===== config.mk =====
export PLATFORM = sky130hd
export DESIGN_NAME = qupls4_agen_tlb
export DESIGN_NICKNAME = d
export VERILOG_FILES = /design/src/rtl/qupls4_agen_tlb.sv
export SDC_FILE = /design/constraint.sdc
export NUM_CORES = 2
export LEC_CHECK = 0
export ABC_AREA = 1
export CORE_UTILIZATION = 35
export CTS_BUF_LIST = sky130_fd_sc_hd__clkbuf_4 sky130_fd_sc_hd__clkbuf_8 sky130_fd_sc_hd__clkbuf_16
export DETAILED_ROUTE_END_ITERATION = 10
export HOLD_SLACK_MARGIN = 0.02
export SETUP_SLACK_MARGIN = 0.02
export SLEW_MARGIN = 20
export SYNTH_ARGS = -nofsm -noshare
export SYNTH_HDL_FRONTEND = slang
export SYNTH_SLANG_ARGS = --single-unit

===== constraint.sdc =====
create_clock -name clk -period 7.4 [get_ports clk]
set_clock_uncertainty 0.2 [all_clocks]
set_input_delay 1.48 -clock clk [delete_from_list [all_inputs] [get_ports clk]]
set_output_delay 1.48 -clock clk [all_outputs]
set_load 0.005 [all_outputs]

===== src/rtl/qupls4_agen_tlb.sv =====
// Data TLB behind the agen: accepts the sticky vadr, translates it, and walks the page table on a miss.
// Latency: hit -> tlb_v one cycle after acceptance; miss -> tlb_v one cycle after the walk_ack edge.
// Backpressure: requests are taken only in IDLE; the tlb_v pulse is what releases the agen's sticky valid.
module qupls4_agen_tlb #(
  parameter int NENT      = 8,
  parameter int PAGE_BITS = 12,
  parameter int ADDR_W    = 64,
  parameter int ASID_W    = 16
) (
  input  logic                        clk,
  input  logic                        rst,
  input  logic                        flush,
  input  logic [ASID_W-1:0]           asid,
  input  logic [ADDR_W-1:0]           agen_res,
  input  logic                        agen_resv,
  input  logic                        agen_store,
  output logic                        tlb_v,
  output logic [ADDR_W-1:0]           tlb_padr,
  output logic                        tlb_fault,
  output logic                        walk_req,
  output logic [ADDR_W-1:0]           walk_vadr,
  output logic [ASID_W-1:0]           walk_asid,
  input  logic                        walk_ack,
  input  logic [ADDR_W-PAGE_BITS-1:0] walk_ppn,
  input  logic                        walk_pv,
  input  logic                        walk_pr,
  input  logic                        walk_pw,
  output logic [31:0]                 miss_cnt
);

  localparam int IDX_W = $clog2(NENT);
  localparam int VPN_W = ADDR_W - PAGE_BITS;

  typedef enum logic [1:0] {ST_IDLE, ST_LOOKUP, ST_WALK, ST_RESP} state_t;

  typedef struct packed {
    logic              v;
    logic [VPN_W-1:0]  vpn;
    logic [ASID_W-1:0] asid;
    logic [VPN_W-1:0]  ppn;
    logic              r;
    logic              w;
  } tlb_ent_t;

  state_t             state_q, state_d;
  tlb_ent_t           ent_q [NENT];
  logic [IDX_W-1:0]   ptr_q;
  logic [ADDR_W-1:0]  vadr_q;
  logic [ASID_W-1:0]  asid_q;
  logic               store_q;
  logic               discard_q;
  logic               tlb_v_q, tlb_fault_q, walk_req_q;
  logic [ADDR_W-1:0]  tlb_padr_q, walk_vadr_q;
  logic [ASID_W-1:0]  walk_asid_q;
  logic [31:0]        miss_cnt_q;

  logic               accept;
  logic               hit;
  logic [IDX_W-1:0]   hit_idx;
  logic               fill_en;
  tlb_ent_t           hit_ent;

  // Associative compare; scanning downward lets the lowest matching index win.
  always_comb begin
    hit     = 1'b0;
    hit_idx = '0;
    for (int i = NENT - 1; i >= 0; i--) begin
      if (ent_q[i].v && ent_q[i].vpn == vadr_q[ADDR_W-1:PAGE_BITS] && ent_q[i].asid == asid_q) begin
        hit     = 1'b1;
        hit_idx = i[IDX_W-1:0];
      end
    end
    hit_ent = ent_q[hit_idx];
  end

  // A walk result is written back only if no flush has hit this walk, including on the ack edge itself.
  assign fill_en = (state_q == ST_WALK) && walk_ack && walk_pv && !discard_q && !flush;

  // State register.
  always_ff @(posedge clk) begin
    if (!rst) state_q <= ST_IDLE;
    else      state_q <= state_d;
  end

  // Next-state logic; agen_resv outside IDLE and walk_ack outside WALK are don't-cares.
  always_comb begin
    state_d = state_q;
    accept  = 1'b0;
    case (state_q)
      ST_IDLE: begin
        if (agen_resv) begin
          accept  = 1'b1;
          state_d = ST_LOOKUP;
        end
      end
      ST_LOOKUP: state_d = hit ? ST_RESP : ST_WALK;
      ST_WALK:   if (walk_ack) state_d = ST_RESP;
      ST_RESP:   state_d = ST_IDLE;
      default:   state_d = ST_IDLE;
    endcase
  end

  // TLB array: flush clears valid bits only; fills go round-robin through ptr_q.
  always_ff @(posedge clk) begin
    if (!rst) begin
      for (int i = 0; i < NENT; i++) ent_q[i] <= '0;
      ptr_q <= '0;
    end else if (flush) begin
      for (int i = 0; i < NENT; i++) ent_q[i].v <= 1'b0;
    end else if (fill_en) begin
      ent_q[ptr_q] <= '{v: 1'b1, vpn: vadr_q[ADDR_W-1:PAGE_BITS], asid: asid_q,
                        ppn: walk_ppn, r: walk_pr, w: walk_pw};
      ptr_q <= ptr_q + IDX_W'(1);
    end
  end

  // Request capture, walk handshake, response pulse and miss counting.
  always_ff @(posedge clk) begin
    if (!rst) begin
      vadr_q      <= '0;
      asid_q      <= '0;
      store_q     <= 1'b0;
      discard_q   <= 1'b0;
      tlb_v_q     <= 1'b0;
      tlb_fault_q <= 1'b0;
      tlb_padr_q  <= '0;
      walk_req_q  <= 1'b0;
      walk_vadr_q <= '0;
      walk_asid_q <= '0;
      miss_cnt_q  <= '0;
    end else begin
      tlb_v_q     <= 1'b0;
      tlb_fault_q <= 1'b0;
      tlb_padr_q  <= '0;
      if (accept) begin
        vadr_q  <= agen_res;
        asid_q  <= asid;
        store_q <= agen_store;
      end
      if (state_q == ST_IDLE)                discard_q <= 1'b0;
      else if (state_q == ST_WALK && flush)  discard_q <= 1'b1;
      case (state_q)
        ST_LOOKUP: begin
          if (hit) begin
            tlb_v_q     <= 1'b1;
            tlb_padr_q  <= {hit_ent.ppn, vadr_q[PAGE_BITS-1:0]};
            tlb_fault_q <= store_q ? ~hit_ent.w : ~hit_ent.r;
          end else begin
            walk_req_q  <= 1'b1;
            walk_vadr_q <= vadr_q;
            walk_asid_q <= asid_q;
            if (miss_cnt_q != 32'hFFFF_FFFF) miss_cnt_q <= miss_cnt_q + 32'd1;
          end
        end
        ST_WALK: begin
          if (walk_ack) begin
            walk_req_q <= 1'b0;
            tlb_v_q    <= 1'b1;
            if (walk_pv) begin
              tlb_padr_q  <= {walk_ppn, vadr_q[PAGE_BITS-1:0]};
              tlb_fault_q <= store_q ? ~walk_pw : ~walk_pr;
            end else begin
              tlb_fault_q <= 1'b1;
            end
          end
        end
        default: ;
      endcase
    end
  end

  assign tlb_v     = tlb_v_q;
  assign tlb_padr  = tlb_padr_q;
  assign tlb_fault = tlb_fault_q;
  assign walk_req  = walk_req_q;
  assign walk_vadr = walk_vadr_q;
  assign walk_asid = walk_asid_q;
  assign miss_cnt  = miss_cnt_q;

endmodule


==> qor.yml <==
global_route:
  antenna_found_initial: 7
  gr-total-overflow: 0
  grt.total_usage: 0.299
  grt_pass1_wl_mm: 369
  grt_pass1_vias: 49300
  grt_max_degree: 161
clock_tree:
  clk_latency_ps: 820
  cts_hold_buf: 0
  cts_num_sinks: 1250
  cts_inserted_buffers: 147
  clk_pin_slew_ps: 60
  cts_setup_buffers: 0
  cts_resized: 0
  h-tree-depth: 4
  cts_max_path_buffers: 3
  cts_root_buf: "clkbuf_16"
  cts_tree: "yes"
logic_synthesis:
  ys_async_sr_fraction: 0
  synth_area_leaders: "edfxtp_1 48%, nand2_1 9.9%, nor2_1 9.2%"
  synth_top_area_share: 0.482
  synth_edf_count: 976
  ys_seq_area_frac: 0.573
  ys.flop_type: "edfxtp_1"
  synth.ff_latch_count: 1250
  yosys_warnings: 0
  synth.most_common_cell: "nand2_1"
  ys_types: 45
  yosysTopAreaCell: "edfxtp_1"
  synthesis.area_um2: 60800
  syn-instance-count: 7205
  synthesis.nets: 7351
  synth_common_cells: "1604 x nand2_1, 1482 x nor2_1, 976 x edfxtp_1, 707 x inv_1, 397 x a21oi_1"
  avgSynthCellArea_um2: 8.43
power_and_ir_drop:
  power_mw: 22.7
  p_leak_nw: 29.5
  ir_drop_v: 0.000276
  power.density_nw_per_um2: 316
floorplanning:
  core_um2: 172000
  fp.dieW_um: 419
  rows: 152
  dieArea_um2: 175000
  pin_count: 320
  die_height_um: 419
  initial_core_util: 0.353
timing:
  slew_headroom: 0.228
  min_period_ps: 5340
  period_share: 0.721
  tightest_slew_ps: 1160
  finalHoldViolCount: 0
  maxSlewViolCount: 0
  holdWs_ps: 272
  setup-violations-final: 0
  fmax_mhz: 187
  fin_tns_setup_ps: 0
  grt_setup_unrepaired: "no"
place:
  portBuffers: 319
  place_inst: 9614
  routabilityCongestion: 1.09
  dp_hpwl_mm: 180
detailed_routing:
  drc_errors: 0
  drtPass1Iterations: 6
  wl_per_cell_um: 27.0
  drt_iter0_markers: 6508
  vias: 52800
  via_per_inst: 5.34
  postRouteAntennaNets: 0
  wl_mm: 267
cells_and_area:
  final_nets: 7599
  area_growth_pct: 18.4
  final.fill_count: 17100
  drive_above_1_share: 0.0766
  layoutNonFillerInstCount: 9887
setup_path:
  cp.arrival_ps: 5850
  critPathKind: "reg -> reg"
  crit_fanout: 13
  r2r_setup_slack_ps: 2060
  r2r_end: "tlb_fault$_SDFF_PN0_"
  start_kind: "flop"
  r2r_start: "asid_q[15]$_SDFFE_PN0P_"
  worstSetupStartpoint: "asid_q[15]$_SDFFE_PN0P_"
  endpoint_kind: "flop"
  required_ps: 7920
  reg2regPathDepth: 19
min_path:
  hold_depth: 2
  worstHoldEndpoint: "tlb_padr[2]$_SDFF_PN0_"
  worstHoldStart: "vadr_q[2]$_SDFFE_PN0P_"
  hp-class: "reg -> reg"
flow_run:
  maxCapViolations: 0
run_status:
  status: "complete, no violations"
-- layout by cell type, fill, tap and decap left out, types with 5 or more instances in the layout --
cell type        instances
edfxtp_1               976
buf_12                  15
nand2_1               1586
or2_1                   15
nand3_1                295
o21ai_1                143
nand4_1                120
a21oi_1                396
o22ai_1                  5
xnor2_1                 60
nor4_1                  12
nor2_1                1481
inv_2                   64
inv_1                  707
nand2_4                 18
buf_4                  176
clkbuf_8                15
o21a_1                   5
dfxtp_1                272
clkdlybuf4s50_1        318
nor3_1                  87
xor2_1                  98
nand3b_1                68
clkbuf_4                34
or2_2                   16
bufinv_16               11
nor2_2                   8
clkinv_1                12
nor2_4                   6
nor3b_1                 18
clkinvlp_4               8
o21ai_0                293
ha_1                     5
clkbuf_16              152
clkinv_2                25
and3_1                  10
-- report_power, final --
group | total (mW) | leakage (nW) | switching, mW | internal, mW
clock | 7.70 | 2.53 | 3.22 | 4.47
combinational | 6.50 | 14.7 | 4.88 | 1.63
sequential | 8.50 | 12.3 | 0.423 | 8.07
-- layout make-up --
type	count	area [um2]	area share
sequential	1250	34800	0.484
timing repair buffer	510	4820	0.0670
clock inverter	71	830	0.0115
multi-input combinational	4772	21400	0.298
antenna	1	2.50	0.0000348
tap	2310	2890	0.0402
clock buffer	201	4270	0.0593
inverter	772	2900	0.0403
-- metrics by stage --
| stage | utilization | area, um2 | worst slack [ps] |
|---|---|---|---|
| 3_5_place_dp | 0.389 | 66800 | 1710 |
| 4_1_cts | 0.418 | 71900 | 2320 |
| 6_report | 0.418 | 71900 | 2060 |
| 5_1_grt | 0.418 | 71900 | 2010 |
| 2_1_floorplan | - | 60800 | 1150 |
| 3_3_place_gp | 0.389 | 66800 | 1700 |
-- routing by layer --
| layer | routed length, um | track usage | share of wire |
|---|---|---|---|
| met4 | 17400 | 0.172 | 0.065 |
| met3 | 24700 | 0.0522 | 0.093 |
| met2 | 121000 | 0.470 | 0.45 |
| met5 | 24 | 0 | 0.000090 |
| met1 | 104000 | 0.386 | 0.39 |
-- state kept, by name, indices dropped and copies added (netlist names) --
| signal | count |
|---|---|
| tlb_padr | 64 |
| walk_vadr | 64 |
| vadr_q | 64 |
| state_q | 2 |
| walk_req | 1 |
| miss_cnt | 32 |
| ptr_q | 3 |
| discard_q | 1 |
| asid_q | 16 |
| tlb_v | 1 |
| walk_asid | 16 |
| store_q | 1 |
| tlb_fault | 1 |
| ent_q | 984 |
-- critical path, stage by stage, from the launching register on --
cell	delay, ps
dfxtp_2	930
inv_2	530
buf_4	330
nand2_1	70
o21ai_0	80
nor4_1	560
nand4_1	200
nor2_1	130
nand3_1	280
nand2_1	170
nand2_1	160
nand2_1	400
nand2_1	380
nand2_1	150
nand3_1	100
nand3_1	100
nand3_1	80
nand3_1	80
a21oi_1	70
buf_4	180
-- logic make-up (layout without fill, tap and decap cells) --
logic type | count (synthesis) | after routing | share of synthesized area
DFF | 1250 | 1250 | 0.573
xor gates and xnor gates | 159 | 159 | 0.0229
and+or+nand+nor | 3755 | 3755 | 0.255
other | 0 | 1 | 0
adders and majority gates | 5 | 5 | 0.00103
buffers and inverters | 1183 | 1554 | 0.0776
AOI/OAI and AO/OA | 853 | 853 | 0.0712
-- worst max path at each step --
stage,to,slack [ps]
5_1_grt,tlb_fault$_SDFF_PN0_,2010
2_1_floorplan,ent_q[0][0]$_SDFFCE_PN0P_,1150
6_report,tlb_fault$_SDFF_PN0_,2060
4_1_cts,tlb_fault$_SDFF_PN0_,2320
3_5_place_dp,ent_q[1][89]$_SDFFCE_PN0P_,1710
3_3_place_gp,ent_q[1][89]$_SDFFCE_PN0P_,1700
(Power assumes the default switching activity.)
